<file path="src/rtl/md_pkg.sv">
// ============================================================================
// md_pkg : op codes, FSM state encoding and constants for muldiv_sched
// Rev 1.0
// ============================================================================
`default_nettype none

package md_pkg;

  localparam logic [2:0] MD_MULT  = 3'd0;
  localparam logic [2:0] MD_MULTU = 3'd1;
  localparam logic [2:0] MD_DIV   = 3'd2;
  localparam logic [2:0] MD_DIVU  = 3'd3;
  localparam logic [2:0] MD_MTHI  = 3'd4;
  localparam logic [2:0] MD_MTLO  = 3'd5;

  // LO value written for a divide by zero (HI receives the dividend)
  localparam logic [31:0] DIV0_LO = 32'hFFFF_FFFF;

  typedef enum logic [1:0] {
    ST_IDLE     = 2'd0,
    ST_MUL_WAIT = 2'd1,
    ST_DIV_BUSY = 2'd2,
    ST_DONE     = 2'd3
  } md_state_e;

endpackage

`default_nettype wire

</file>
<file path="src/rtl/muldiv_sched.sv">
// ============================================================================
// muldiv_sched : EX-stage sequencer for mul/div units with HI/LO write-back
// Rev 1.0
// ============================================================================
`default_nettype none

module muldiv_sched
  import md_pkg::*;
#(
  parameter int MUL_LAT = 2,
  parameter int DATA_W  = 32
) (
  input  logic                clk,
  input  logic                rst,
  input  logic                op_valid,
  input  logic [2:0]          op_code,
  input  logic [DATA_W-1:0]   op_a,
  input  logic [DATA_W-1:0]   op_b,
  input  logic                annul,
  output logic                mul_signed,
  output logic [DATA_W-1:0]   mul_ina,
  output logic [DATA_W-1:0]   mul_inb,
  input  logic [2*DATA_W-1:0] mul_result,
  output logic                div_start,
  output logic                div_signed,
  output logic [DATA_W-1:0]   div_opdata1,
  output logic [DATA_W-1:0]   div_opdata2,
  output logic                div_annul,
  input  logic [2*DATA_W-1:0] div_result,
  input  logic                div_ready,
  output logic                stallreq_for_ex,
  output logic                hi_we,
  output logic                lo_we,
  output logic [DATA_W-1:0]   hi_wdata,
  output logic [DATA_W-1:0]   lo_wdata
);

  localparam int CNT_W = (MUL_LAT > 1) ? $clog2(MUL_LAT) : 1;

  md_state_e           state, state_nx;
  logic [CNT_W-1:0]    cnt;
  logic [DATA_W-1:0]   a_q, b_q, hi_q, lo_q;
  logic                sgn_q;

  logic is_mul, is_div, op_sgn, launch;

  assign is_mul = (op_code == MD_MULT) || (op_code == MD_MULTU);
  assign is_div = (op_code == MD_DIV)  || (op_code == MD_DIVU);
  assign op_sgn = (op_code == MD_MULT) || (op_code == MD_DIV);
  assign launch = (state == ST_IDLE) && op_valid && !annul && (is_mul || is_div);

  always_ff @(posedge clk) begin
    if (rst) begin
      state <= ST_IDLE;
      cnt   <= '0;
      a_q   <= '0;
      b_q   <= '0;
      sgn_q <= 1'b0;
      hi_q  <= '0;
      lo_q  <= '0;
    end else begin
      state <= state_nx;
      // Operands are latched at launch so a dropped op_valid cannot disturb the units
      if (launch) begin
        a_q   <= op_a;
        b_q   <= op_b;
        sgn_q <= op_sgn;
        cnt   <= CNT_W'(MUL_LAT - 1);
        if (is_div && (op_b == '0)) begin
          hi_q <= op_a;
          lo_q <= DATA_W'(DIV0_LO);
        end
      end
      if ((state == ST_MUL_WAIT) && !annul) begin
        if (cnt == '0) {hi_q, lo_q} <= mul_result;
        else           cnt <= cnt - 1'b1;
      end
      if ((state == ST_DIV_BUSY) && !annul && div_ready) {hi_q, lo_q} <= div_result;
    end
  end

  always_comb begin
    state_nx        = state;
    stallreq_for_ex = 1'b0;
    mul_signed      = 1'b0;
    mul_ina         = '0;
    mul_inb         = '0;
    div_start       = 1'b0;
    div_signed      = 1'b0;
    div_opdata1     = '0;
    div_opdata2     = '0;
    div_annul       = 1'b0;
    hi_we           = 1'b0;
    lo_we           = 1'b0;
    hi_wdata        = '0;
    lo_wdata        = '0;

    case (state)
      ST_IDLE: begin
        if (op_valid && !annul) begin
          case (op_code)
            MD_MTHI: begin
              hi_we    = 1'b1;
              hi_wdata = op_a;
            end
            MD_MTLO: begin
              lo_we    = 1'b1;
              lo_wdata = op_a;
            end
            MD_MULT, MD_MULTU: begin
              mul_signed      = op_sgn;
              mul_ina         = op_a;
              mul_inb         = op_b;
              stallreq_for_ex = 1'b1;
              state_nx        = ST_MUL_WAIT;
            end
            MD_DIV, MD_DIVU: begin
              stallreq_for_ex = 1'b1;
              if (op_b == '0) begin
                state_nx = ST_DONE;
              end else begin
                div_start   = 1'b1;
                div_signed  = op_sgn;
                div_opdata1 = op_a;
                div_opdata2 = op_b;
                state_nx    = ST_DIV_BUSY;
              end
            end
            default: ;
          endcase
        end
      end
      ST_MUL_WAIT: begin
        mul_signed = sgn_q;
        mul_ina    = a_q;
        mul_inb    = b_q;
        if (annul) begin
          state_nx = ST_IDLE;
        end else begin
          stallreq_for_ex = 1'b1;
          if (cnt == '0) state_nx = ST_DONE;
        end
      end
      ST_DIV_BUSY: begin
        if (annul) begin
          div_annul = 1'b1;
          state_nx  = ST_IDLE;
        end else begin
          div_start       = 1'b1;
          div_signed      = sgn_q;
          div_opdata1     = a_q;
          div_opdata2     = b_q;
          stallreq_for_ex = 1'b1;
          if (div_ready) state_nx = ST_DONE;
        end
      end
      ST_DONE: begin
        state_nx = ST_IDLE;
        if (!annul) begin
          hi_we    = 1'b1;
          lo_we    = 1'b1;
          hi_wdata = hi_q;
          lo_wdata = lo_q;
        end
      end
      default: state_nx = ST_IDLE;
    endcase

    // Outputs stay quiet for the whole reset cycle, even with an op presented
    if (rst) begin
      state_nx        = ST_IDLE;
      stallreq_for_ex = 1'b0;
      mul_signed      = 1'b0;
      mul_ina         = '0;
      mul_inb         = '0;
      div_start       = 1'b0;
      div_signed      = 1'b0;
      div_opdata1     = '0;
      div_opdata2     = '0;
      div_annul       = 1'b0;
      hi_we           = 1'b0;
      lo_we           = 1'b0;
      hi_wdata        = '0;
      lo_wdata        = '0;
    end
  end

endmodule

`default_nettype wire
</file>
<file path="config.mk">
export PLATFORM = sky130hd
export DESIGN_NAME = muldiv_sched
export DESIGN_NICKNAME = d
export VERILOG_FILES = /design/src/rtl/md_pkg.sv /design/src/rtl/muldiv_sched.sv
export SDC_FILE = /design/constraint.sdc
export NUM_CORES = 1
export LEC_CHECK = 0
export ABC_CLOCK_PERIOD_IN_PS = 2150
export CORE_MARGIN = 3
export CORE_UTILIZATION = 38
export DETAILED_ROUTE_END_ITERATION = 12
export PLACE_DENSITY_LB_ADDON = 0.15
export SLEW_MARGIN = 20
export SYNTH_ARGS = -nofsm -noshare
export SYNTH_HDL_FRONTEND = slang
export SYNTH_SLANG_ARGS = --single-unit
export TNS_END_PERCENT = 10
</file>
<file path="constraint.sdc">
create_clock -name clk -period 2.15 [get_ports clk]
set_input_delay 0.43 -clock clk [delete_from_list [all_inputs] [get_ports clk]]
set_output_delay 0.43 -clock clk [all_outputs]
set_load 0.05 [all_outputs]
</file>
==> impl_results.md <==
* Vias in the first global route at 12400
* Post-Syn Instances at 1155
* Cell Area, Synth at 8670 um^2
* Total CTS buffers at 17
* Worst Path Max Fanout at 31
* CP arrival at 2.26 ns
* Final hold vios at 0
* Achievable Freq at 372 MHz
* Met3 usage at 9.87%
* CP Cell Sequence: inv_2 -> ha_4 -> buf_6 -> buf_4 -> nand4bb_4 -> nor2_4 -> buf_12 -> a22oi_1 -> nor2_2 -> buf_12
* M1 GR Usage at 43.1%
* Yosys reg bits at 132
* Final nets at 1797
* Final GP Congestion at 0.928
* Final core utilization at 84.3%
* Outcome: finished, violations left
* Synth cell types at 45
* Port Buffers at 398
* DP Wirelength at 31.5 mm
* Root Driver: clkbuf_16
* Layout cell share with drive strength beyond 1 at 42.8%
* Die Y at 157 um
* Hold_ws at 0.293 ns
* Grt peak-use layer: met2
* FILL cells at 1173
* Least-Margin Pin Slew at 0.677 ns
* Syn avg cell area at 7.51 um^2
* Site Rows at 54
* Pin count of the biggest net entering global routing at 68
* Placed cell count at 1816
* Skew final at 0.00935 ns
* Grt ovf at 0
* WL per Instance at 26.3 um
* CTS tree: built
* CP endpoint kind: output pin
* Remaining antenna violation count after routing at 0
* Met2 global-route usage at 62.8%
* Initial antenna violation count at 2
* H-tree Lvls at 4
* Dpl ws at -0.901 ns
* CP max stage delay at 0.32 ns
* Non-Filler Instances at 1885
* Clock-pin slew on the worst setup and hold paths at 0.07 ns
* Initial drt markers at 1247
* Final WL at 49.6 mm
* Max VDD drop at 673 uV
* Hold Crit Class: in -> reg
* Yosys top cell by area: dfxtp_1
* RSZ-0062 raised after global routing: yes
* Clock Sinks at 132
* Drt drc at 0
* Post-synth top area share at 30.5%
* Final setup fails at 198
* Top FF cell, synth: dfxtp_1
* CP bufs+invs at 5
* Area Overhead vs Synth at 115%
* Required @ worst endpoint at 1.72 ns
* Pre-antenna DRT Iters at 7
* Leakage power at 6.57 nW
* Failing checks: negative setup slack
* Die Span X at 157 um
* Final worst path period share at 125%
* Share of power burned in registers at 25.0%
* Die area at 24700 um^2
* Commonest non-fill, non-tap cell in the layout: buf_12
* Clk buf depth at 2
* # hold bufs at CTS at 0
* Routed via count at 12300
* Total GRT Usage at 37.2%
* Startpoint type of the worst setup path: flop
* Synth Warn # at 0
* Core Area at 22100 um^2
* Synthesized Nets at 1361
* Setup ws final at -0.538 ns
* Synth top area cells: dfxtp_1 (30%), a22oi_1 (11%), nor2_1 (8.8%), a22o_1 (6.6%), nand2_1 (5.8%)
* Slew Viols, Final at 0
* Top Ports at 399
* Sequential fraction of the synthesis area at 30.5%
* Max Cap Viol at 0
* Post-synth EDFFs at 0
* Most used cell, CP: buf_12
* Starting Density at 39.3%
* Comb pwr share at 50.4%
* CP max-delay cell: dfxtp_1
* Rel. slew slack at 54.8%
* Power Internal at 0.00716 W
* CP delay by family, top: buffers and inverters
* Commonest cells after routing, fill and taps aside: buf_12 (234), clkdlybuf4s50_1 (165), nand2_1 (133), dfxtp_1 (131), buf_4 (103)
* Fin crit period at 2.69 ns
* Pwr Density at 668 nW/um^2
* Switching fraction of total power at 42.4%
* Pwr Total at 0.0124 W
* Clk network pwr share at 24.6%
* Net load switching power at 0.00528 W
* Synth async-reset ratio at 0%
* Drt via density at 6.52
* Worst-Skew Late Latency at 0.43 ns
* First-pass GRT wire length at 71.9 mm
* Critical path class: reg -> out
==> registers in the layout, indices dropped and copies added, names as in the netlist <==
name   flops
cnt        1
lo_q      32
state      2
sgn_q      1
b_q       32
hi_q      32
a_q       32
==> metal layers <==
layer	wire [um]	vias to the layer above
li1	-	5300
met1	17700	5924
met2	24400	850
met3	4700	207
met4	2840	0
met5	0	-
==> cells by family after synthesis <==
family,synth area share (%)
AOI/OAI and AO/OA,43.1
and+or+nand+nor,17.8
buffers and inverters,7.79
DFF,30.5
adders and majority gates,0.866
==> worst reg2reg max path, cell delays in order, from the launching register on <==
cell,delay (ns)
dfxtp_1,0.32
inv_2,0.09
ha_4,0.16
and4bb_4,0.26
buf_4,0.11
buf_4,0.10
and2_2,0.19
buf_6,0.25
a31oi_1,0.15
a311o_1,0.35
==> timing repair <==
item	CTS	global route
setup buffers	15	10
gates cloned	7	5
setup endpoints to repair	306	275
pin swaps	56	29
resized for setup	168	47
==> worst paths after layout <==
kind,to,slack [ns],startpoint,cells after the start
setup reg to reg,hi_q[27]$_SDFF_PP0_,0.07,state[0]$_SDFFE_PP0P_,9
setup / recovery,mul_inb[1],-0.54,state[0]$_SDFFE_PP0P_,10
hold reg to reg,a_q[15]$_SDFFE_PP0N_,0.48,a_q[15]$_SDFFE_PP0N_,2
hold / removal,b_q[20]$_SDFFE_PP0N_,0.29,op_b[20],3
==> synthesized netlist by cell type (all sizes together), types with 3 or more instances <==
master / n
o2111ai: 32
buf: 55
nor3: 4
a22o: 65
o221ai: 32
dfxtp: 132
o21ai: 4
nand2b: 4
a21oi: 100
nor2: 203
ha: 6
a211oi: 3
nand2: 135
nor4: 8
a2111oi: 3
a22oi: 129
a32oi: 32
inv: 5
a311o: 32
a31oi: 32
clkbuf: 86
o21a: 33
==> area by class of cell <==
| class | count | area (um^2) | area share, % |
|---|---|---|---|
| Tap cell | 280 | 350 | 1.88 |
| Inverter | 5 | 18.8 | 0.101 |
| Timing Repair Buffer | 558 | 7830 | 42.1 |
| Antenna cell | 3 | 7.51 | 0.0403 |
| Sequential cell | 132 | 2640 | 14.2 |
| Multi-Input combinational cell | 877 | 7170 | 38.5 |
| Clock inverter | 12 | 159 | 0.854 |
| Clock buffer | 18 | 439 | 2.36 |
==> through the flow <==
step | cell area [um^2] | TNS [ns]
floorplan | 9620 | -11.40
global placement | 16600 | -158.65
detailed placement | 16600 | -188.82
CTS | 18200 | -90.67
global route | 18600 | -112.94
finish | 18600 | -91.93
==> power groups by stage <==
stage	Clock [W]	Sequential, W	Combinational [W]
6_report	0.00305	0.00311	0.00627
5_1_grt	0.00316	0.00314	0.00653
4_1_cts	0.00305	0.00309	0.00601
3_5_place_dp	0	0.00310	0.00573
3_3_place_gp	0	0.00308	0.00561
2_1_floorplan	0	0.00303	0.00324
Note: power is estimated with default switching activity, not from simulation.
